==> src/rtl/duck_pkg.sv <==
// Shared definitions for the duck sprite reader: sprite geometry defaults, ROM address width
// and the VGA timing bundle that travels down the pixel pipeline.
package duck_pkg;

    localparam int          DUCK_W_DEF          = 96;
    localparam int          DUCK_H_DEF          = 60;
    localparam int          DUCK_ROM_AW         = 13;
    localparam logic [11:0] TRANSPARENT_RGB_DEF = 12'hF0F;

    typedef struct packed {
        logic [10:0] hcount;
        logic [10:0] vcount;
        logic        hsync;
        logic        vsync;
        logic        hblnk;
        logic        vblnk;
    } vga_timing_t;

endpackage

==> src/rtl/draw_duck_delay.sv <==
// STAGES-deep register chain for the VGA timing bundle and the background pixel,
// cleared by the synchronous active-high reset.
module draw_duck_delay
    import duck_pkg::*;
#(
    parameter int STAGES = 2
) (
    input  logic        clk,
    input  logic        rst,
    input  vga_timing_t tim_i,
    input  logic [11:0] rgb_i,
    output vga_timing_t tim_o,
    output logic [11:0] rgb_o
);

    vga_timing_t tim_q [STAGES];
    logic [11:0] rgb_q [STAGES];

    always_ff @(posedge clk) begin
        if (rst) begin
            for (int i = 0; i < STAGES; i++) begin
                tim_q[i] <= '0;
                rgb_q[i] <= '0;
            end
        end else begin
            tim_q[0] <= tim_i;
            rgb_q[0] <= rgb_i;
            for (int i = 1; i < STAGES; i++) begin
                tim_q[i] <= tim_q[i-1];
                rgb_q[i] <= rgb_q[i-1];
            end
        end
    end

    assign tim_o = tim_q[STAGES-1];
    assign rgb_o = rgb_q[STAGES-1];

endmodule

==> src/rtl/draw_duck.sv <==
// Duck sprite overlay: issues addresses to an external synchronous duck ROM and composites
// its pixels over the background with a transparent key colour. Define DUCK_FLIP_EN for mirroring.
module draw_duck
    import duck_pkg::*;
#(
    parameter int          DUCK_W          = DUCK_W_DEF,
    parameter int          DUCK_H          = DUCK_H_DEF,
    parameter logic [11:0] TRANSPARENT_RGB = TRANSPARENT_RGB_DEF
) (
    input  logic                   clk,
    input  logic                   rst,
    input  logic [10:0]            hcount_in,
    input  logic [10:0]            vcount_in,
    input  logic                   hsync_in,
    input  logic                   vsync_in,
    input  logic                   hblnk_in,
    input  logic                   vblnk_in,
    input  logic [11:0]            rgb_in,
    input  logic [10:0]            xpos,
    input  logic [10:0]            ypos,
`ifdef DUCK_FLIP_EN
    input  logic                   flip,
`endif
    output logic [DUCK_ROM_AW-1:0] rom_addr,
    input  logic [11:0]            rom_rgb,
    output logic [10:0]            hcount_out,
    output logic [10:0]            vcount_out,
    output logic                   hsync_out,
    output logic                   vsync_out,
    output logic                   hblnk_out,
    output logic                   vblnk_out,
    output logic [11:0]            rgb_out
);

    function automatic logic [11:0] composite(input logic        blank,
                                              input logic        in_spr,
                                              input logic [11:0] spr_rgb,
                                              input logic [11:0] bg_rgb);
        if (blank)
            return 12'h000;
        else if (in_spr && (spr_rgb != TRANSPARENT_RGB))
            return spr_rgb;
        else
            return bg_rgb;
    endfunction

    logic [10:0]            xpos_l_q, xpos_l_d;
    logic [10:0]            ypos_l_q, ypos_l_d;
    logic                   frame_start;
    logic [11:0]            h_ext, v_ext, x_lo, y_lo, x_hi, y_hi;
    logic [10:0]            dx, dy, col;
    logic                   in_spr_p0;
    logic [DUCK_ROM_AW-1:0] addr_p0;
    logic [DUCK_ROM_AW-1:0] rom_addr_q, rom_addr_d;
    logic                   in_spr_p1_q, in_spr_p2_q;
    vga_timing_t            tim_p0, tim_p2;
    logic [11:0]            rgb_p2;

    // Position is only taken at frame start so a moving duck never tears mid-frame.
    assign frame_start = (hcount_in == 11'd0) && (vcount_in == 11'd0);

    always_comb begin
        xpos_l_d = xpos_l_q;
        ypos_l_d = ypos_l_q;
        if (frame_start) begin
            xpos_l_d = xpos;
            ypos_l_d = ypos;
        end
    end

`ifdef DUCK_FLIP_EN
    logic flip_l_q, flip_l_d;

    always_comb begin
        flip_l_d = flip_l_q;
        if (frame_start)
            flip_l_d = flip;
    end

    always_ff @(posedge clk) begin
        if (rst)
            flip_l_q <= 1'b0;
        else
            flip_l_q <= flip_l_d;
    end

    assign col = flip_l_q ? (11'(DUCK_W - 1) - dx) : dx;
`else
    assign col = dx;
`endif

    // Stage p0 -> p1: hit test in 12 bits so xpos_l + DUCK_W cannot wrap past 2047.
    assign h_ext = {1'b0, hcount_in};
    assign v_ext = {1'b0, vcount_in};
    assign x_lo  = {1'b0, xpos_l_q};
    assign y_lo  = {1'b0, ypos_l_q};
    assign x_hi  = x_lo + 12'(DUCK_W);
    assign y_hi  = y_lo + 12'(DUCK_H);

    assign in_spr_p0 = (h_ext >= x_lo) && (h_ext < x_hi) &&
                       (v_ext >= y_lo) && (v_ext < y_hi) &&
                       !hblnk_in && !vblnk_in;

    assign dx = hcount_in - xpos_l_q;
    assign dy = vcount_in - ypos_l_q;

    assign addr_p0    = DUCK_ROM_AW'(dy) * DUCK_ROM_AW'(DUCK_W) + DUCK_ROM_AW'(col);
    assign rom_addr_d = in_spr_p0 ? addr_p0 : rom_addr_q;

    always_ff @(posedge clk) begin
        if (rst) begin
            xpos_l_q    <= '0;
            ypos_l_q    <= '0;
            rom_addr_q  <= '0;
            in_spr_p1_q <= 1'b0;
            in_spr_p2_q <= 1'b0;
        end else begin
            xpos_l_q    <= xpos_l_d;
            ypos_l_q    <= ypos_l_d;
            rom_addr_q  <= rom_addr_d;
            in_spr_p1_q <= in_spr_p0;
            in_spr_p2_q <= in_spr_p1_q;
        end
    end

    assign rom_addr = rom_addr_q;

    always_comb begin
        tim_p0        = '0;
        tim_p0.hcount = hcount_in;
        tim_p0.vcount = vcount_in;
        tim_p0.hsync  = hsync_in;
        tim_p0.vsync  = vsync_in;
        tim_p0.hblnk  = hblnk_in;
        tim_p0.vblnk  = vblnk_in;
    end

    draw_duck_delay #(
        .STAGES (2)
    ) u_delay (
        .clk   (clk),
        .rst   (rst),
        .tim_i (tim_p0),
        .rgb_i (rgb_in),
        .tim_o (tim_p2),
        .rgb_o (rgb_p2)
    );

    // Stage p2: rom_rgb is the synchronous ROM's answer to the address registered at p1.
    assign rgb_out    = composite(tim_p2.hblnk || tim_p2.vblnk, in_spr_p2_q, rom_rgb, rgb_p2);
    assign hcount_out = tim_p2.hcount;
    assign vcount_out = tim_p2.vcount;
    assign hsync_out  = tim_p2.hsync;
    assign vsync_out  = tim_p2.vsync;
    assign hblnk_out  = tim_p2.hblnk;
    assign vblnk_out  = tim_p2.vblnk;

endmodule

==> config.mk <==
export PLATFORM = sky130hd
export DESIGN_NAME = draw_duck
export DESIGN_NICKNAME = d
export VERILOG_FILES = /design/src/rtl/duck_pkg.sv /design/src/rtl/draw_duck_delay.sv /design/src/rtl/draw_duck.sv
export SDC_FILE = /design/constraint.sdc
export NUM_CORES = 1
export LEC_CHECK = 0
export ABC_AREA = 1
export CORE_ASPECT_RATIO = 0.5
export CORE_MARGIN = 1
export CORE_UTILIZATION = 25
export DETAILED_ROUTE_END_ITERATION = 10
export DONT_BUFFER_PORTS = 1
export GPL_ROUTABILITY_DRIVEN = 0
export MAX_ROUTING_LAYER = met4
export PLACE_DENSITY_LB_ADDON = 0.25
export REMOVE_ABC_BUFFERS = 1
export SYNTH_ARGS = -nofsm -noshare
export SYNTH_HDL_FRONTEND = slang
export SYNTH_HIERARCHICAL = 1
export SYNTH_SLANG_ARGS = --single-unit
export TNS_END_PERCENT = 5
==> constraint.sdc <==
create_clock -name clk -period 4.1 [get_ports clk]
set_input_delay 0.41 -clock clk [delete_from_list [all_inputs] [get_ports clk]]
set_output_delay 0.41 -clock clk [all_outputs]
set_load 0.02 [all_outputs]
* After elaboration in Yosys (flattened, before gate mapping)
Memories as Yosys holds them, arrays and structs flattened. Cells that the tools add are included.
Storage, ports and cells: bits in registers 37, ROM bits 0, RAM bits 76, word-level logic and storage cells 43, input bits 74, bits in latches 0, memories 2
Memory list:
- u_delay.tim_q | depth 2, bits a word 26, read ports 2, clocked after memory_dff 0, wr ports 2, RTL line draw_duck_delay.sv:16 | vga_timing_t tim_q [STAGES];
- u_delay.rgb_q | depth 2, bits a word 12, read ports 2, clocked after memory_dff 0, wr ports 2, RTL line draw_duck_delay.sv:17 | logic [11:0] rgb_q [STAGES];
Cells by class: shifts and indexed selects 0, $add $sub $neg 5, div/mod/pow operators 0, multiply operators 1, muxes and demuxes 9, equal/unequal tests 1, bitwise logic cells 4, reduce and logical (&&, ||, !) cells 12, $lt $le $gt $ge 4
Operators by type and width (count):
- 26-bit two-way mux | 2
- 12-bit two-way mux | 4
- 11-bit by 12-bit < comparator with 1-bit output | 2
- 11-bit greater-or-equal comparator | 2
- 11-bit zero test | 2
- 11-bit subtractor | 2
- 13-bit by 11-bit adder with 13-bit output | 1
- 11-bit by 6-bit adder with 12-bit output (second input constant) | 1
- 11-bit by 7-bit adder with 12-bit output (second input constant) | 1
- 12-bit != test (second input constant) | 1
- 11-bit by 2-bit multiplier with 8-bit output (second input constant) | 1
- 1-bit logical AND | 7
- 1-bit bitwise OR | 4
- 1-bit two-way mux | 3
- 1-bit zero test | 2
- 1-bit logical OR | 1

* Logic depth before layout (Yosys ltp)
depth after elaboration 7, gate-level depth with buffers 22, depth with buffers taken out 22

* Cells and area by module
Netlist, hierarchy kept.
By module, submodules not included:
- draw_duck | times used 1, area each 3706.1 µm², cells an instance 539
- draw_duck_delay | times used 1, area each 2444.8 µm², cells an instance 274

* Least setup slack after synthesis
OpenSTA, ideal clock, no wires.
kind input to register, start point input vcount_in[0], end point register rom_addr_q[12], in the netlist rom_addr[12], data arrival time 3180 ps, slack 811 ps, buffers on the path 0, required time 3991 ps, cell stages on the path 21, library setup time 109 ps, path through inv_1 -> ha_1 -> inv_1 -> fa_1 -> xor2_2 -> inv_2 -> fa_1 -> inv_1 -> ha_1 -> nand2_1 -> nor2_1 -> a211oi_1 -> o21ai_0 -> nand2_1 -> nand2_1 -> inv_1 -> nor2_2 -> nand2_1 -> nand3_1 -> nand2_1 -> inv_1
Between the ends: longest elaborated chain between the ends 5, elaborated cells between the ends (all ways) 9, classes of those cells add/sub (2); mul (1); order compare (2); reduce/logical (4)
Ends and longest elaborated chain:
- start, declared | RTL line draw_duck.sv:13 | input logic [10:0] vcount_in,
- parallel branches: the longest is 5 deep, another holds 13-bit by 11-bit adder with 13-bit output
- end signal, assigned | RTL line draw_duck.sv:120 | rom_addr_q <= rom_addr_d;
- end, declared | RTL line draw_duck.sv:54 | logic [DUCK_ROM_AW-1:0] rom_addr_q, rom_addr_d;
Parallel ways; which one is timed is not known. A chain may end at the register's enable or synchronous reset.

* Worst setup path in the final report
start point register ypos_l_q[0], end point register rom_addr_q[12], in the netlist rom_addr[12]
Between the ends: longest elaborated chain between the ends 5, elaborated cells between the ends (all ways) 10, classes of those cells add/sub (3); mul (1); order compare (2); reduce/logical (4)
Ends and longest elaborated chain:
- start, declared | RTL line draw_duck.sv:48 | logic [10:0] ypos_l_q, ypos_l_d;
- start signal, assigned | RTL line draw_duck.sv:119 | ypos_l_q <= ypos_l_d;
- parallel branches: the longest is 5 deep, another holds 13-bit by 11-bit adder with 13-bit output
Parallel ways; which one is timed is not known.

==> impl_metrics.json <==
{
  "status": "completed",
  "antenna_cells": 0,
  "synth_top_flop_cell": "dfxtp_1",
  "drt-total-wl_um": 13900,
  "synth_cells": 813,
  "nFillCells": 2650,
  "crit_required_ps": 4410,
  "synth_warnings": 6,
  "power.density_nw_per_um2": 456,
  "finalNonFillerCells": 1123,
  "grt_antenna_before_repair": 0,
  "place_inst": 1091,
  "rsz0062_at_grt": "no",
  "hold_class": "in2reg",
  "cts_buffers": 17,
  "syn2layout_area_growth_pct": 10.0,
  "switchingPower_uw": 786,
  "critPathArrivalTime_ps": 3730,
  "cts_resized": 0,
  "cp_max_fo": 4,
  "die_area_um2": 25300,
  "synth_edf_count": 0,
  "drc": 0,
  "port_buffers": 0,
  "p_total_mw": 3.08,
  "post-route-period-util": 0.834,
  "start_util": 0.256,
  "cts_root_buf": "clkbuf_16",
  "ys_top_cells_by_count": "153 x inv_1, 121 x nor2_1, 113 x dfxtp_1",
  "vdd_drop_max_mv": 0.258,
  "wl_per_cell_um": 12.4,
  "clock-sinks": 113,
  "io_pins": 125,
  "clk_path_buf_depth": 2,
  "yosysTopAreaCell": "dfxtp_1",
  "die_h_um": 113,
  "cts_setup_buffers": 0,
  "cts_tree": "done",
  "core-area_um2": 24100,
  "drt-initial-drc-count": 237,
  "hold_violations": 0,
  "cts-hold-fix-buffers": 0,
  "grt_max_degree": 89,
  "fin_ws_ps": 681,
  "drv_cap": 0,
  "dr.pass1.iters": 4,
  "clkLatencyLatePin_ps": 410,
  "critPathLaunchType": "flip-flop",
  "clockPowerShare": 0.503,
  "critical_path_class": "reg2reg",
  "drive_gt1_frac": 0.0788,
  "grtUsageTotal": 0.116,
  "via_count": 4531,
  "tns_ps": 0,
  "avgViaCountPerCell": 4.03,
  "grt-ovfl-total": 0,
  "die_w_um": 224,
  "synth.top_cell.area_share": 0.368,
  "synth.most_common_cell": "inv_1",
  "setup_viol": 0,
  "fin_skew_ps": 5.03,
  "power.share.combinational": 0.120,
  "path_clk_slew_ps": 60,
  "htreeDepth": 4,
  "grt_pass1_vias": 4260,
  "synth.avg_cell_area_um2": 7.57,
  "fmax_mhz": 292,
  "seq_area_frac_synth": 0.368,
  "sw_frac_of_total": 0.255,
  "syn_area_um2": 6150,
  "p_seq_frac": 0.377,
  "hpwlAfterDp_um": 10600,
  "dp_slack_ps": 550,
  "fp-row-count": 40,
  "power.leakage_nw": 3.08,
  "async_flop_share": 0,
  "endpoint_kind": "flip-flop",
  "slew_headroom": 0.408,
  "yosys-top-cells-area": "dfxtp_1 37%, ha_1 10%, inv_1 9.3%",
  "internal_power_mw": 2.30,
  "drtAntennaViolNets": 0,
  "grt_pass1_wl_um": 22100,
  "slew_violations": 0,
  "synth_seq_cells": 113,
  "fin_crit_ps": 3420,
  "worst_pin_slew_ps": 887,
  "synth.distinct_cells": 39,
  "nets": 903
}
[placed cells by master (no fill, tap or decap), types with 9 or more instances in the layout]
cell,n
ha_1,51
nand2_2,11
clkbuf_16,17
o21ai_1,9
xor2_1,23
nand3_1,24
inv_1,153
dfxtp_1,113
nand2_1,94
a21oi_1,54
nor2_1,121
nand4_1,9
o21ai_0,36
[cell type report]
cell class / count / area, µm² / share of cell area
Clock buffer: 19 / 433 / 0.0640
Clock inverter: 13 / 186 / 0.0276
Timing Repair Buffer: 1 / 7.51 / 0.00111
Sequential cell: 113 / 2260 / 0.334
Inverter: 156 / 588 / 0.0869
Tap cell: 336 / 420 / 0.0621
Multi-Input combinational cell: 485 / 2870 / 0.424
[layer usage]
layer / global-route usage / share of wire
met4: 0.0379 / 0.011
met3: 0.0439 / 0.054
met5: - / 0
met2: 0.175 / 0.45
met1: 0.143 / 0.49
[flip-flops by register name (all words and copies together) (netlist names)]
register / count
u_delay/tim_q: 52
u_delay/rgb_q: 24
rom_addr: 13
xpos_l_q: 11
ypos_l_q: 11
in_spr_p1_q: 1
in_spr_p2_q: 1
[power by group through the flow]
stage	clock network [mW]	logic, mW	registers [mW]
2_1_floorplan	0	0.304	1.18
3_3_place_gp	0	0.369	1.19
3_5_place_dp	0	0.369	1.19
4_1_cts	1.60	0.373	1.16
5_1_grt	1.65	0.423	1.17
6_report	1.55	0.369	1.16
[final timing paths]
kind / startpoint / end / slack [ps] / depth (start not counted)
worst min register to register: u_delay/tim_q[0][19]$_SDFF_PP0_ / u_delay/tim_q[0][45]$_SDFF_PP0_ / 400 / 2
worst min-delay path: rst / u_delay/rgb_q[0][2]$_SDFF_PP0_ / 80 / 1
worst max-delay path: ypos_l_q[0]$_SDFFE_PP0P_ / rom_addr[12]$_SDFFE_PP0P_ / 680 / 20
worst max register to register: ypos_l_q[0]$_SDFFE_PP0P_ / rom_addr[12]$_SDFFE_PP0P_ / 680 / 20
[critical path, cell delays in order (launching register included)]
cell,delay (ps)
dfxtp_1,330
ha_1,140
inv_1,60
fa_1,470
xor2_2,280
inv_2,80
fa_1,530
inv_1,40
ha_1,320
nand2_1,90
nor2_1,40
a211oi_1,280
o21ai_0,200
nand2_1,90
nand2_1,60
inv_1,70
nor2_2,40
nand2_1,40
nand3_1,60
nand2_1,60
inv_1,40
[through the flow]
stage,hold WS (ps),utilization,area (µm²)
final,76.0,0.281,6770
after global routing,41.8,0.281,6770
after CTS,41.3,0.281,6770
after detailed placement,392,0.255,6150
after global placement,390,0.255,6150
after floorplan,388,-,5720
[cell families after synthesis]
logic type	Yosys count	synth area share
simple gates	284	0.203
fa+ha+maj	55	0.117
flops	113	0.368
compound gates	116	0.103
buf+inv	215	0.166
xor+xnor	30	0.0439
(Power assumes the default switching activity.)
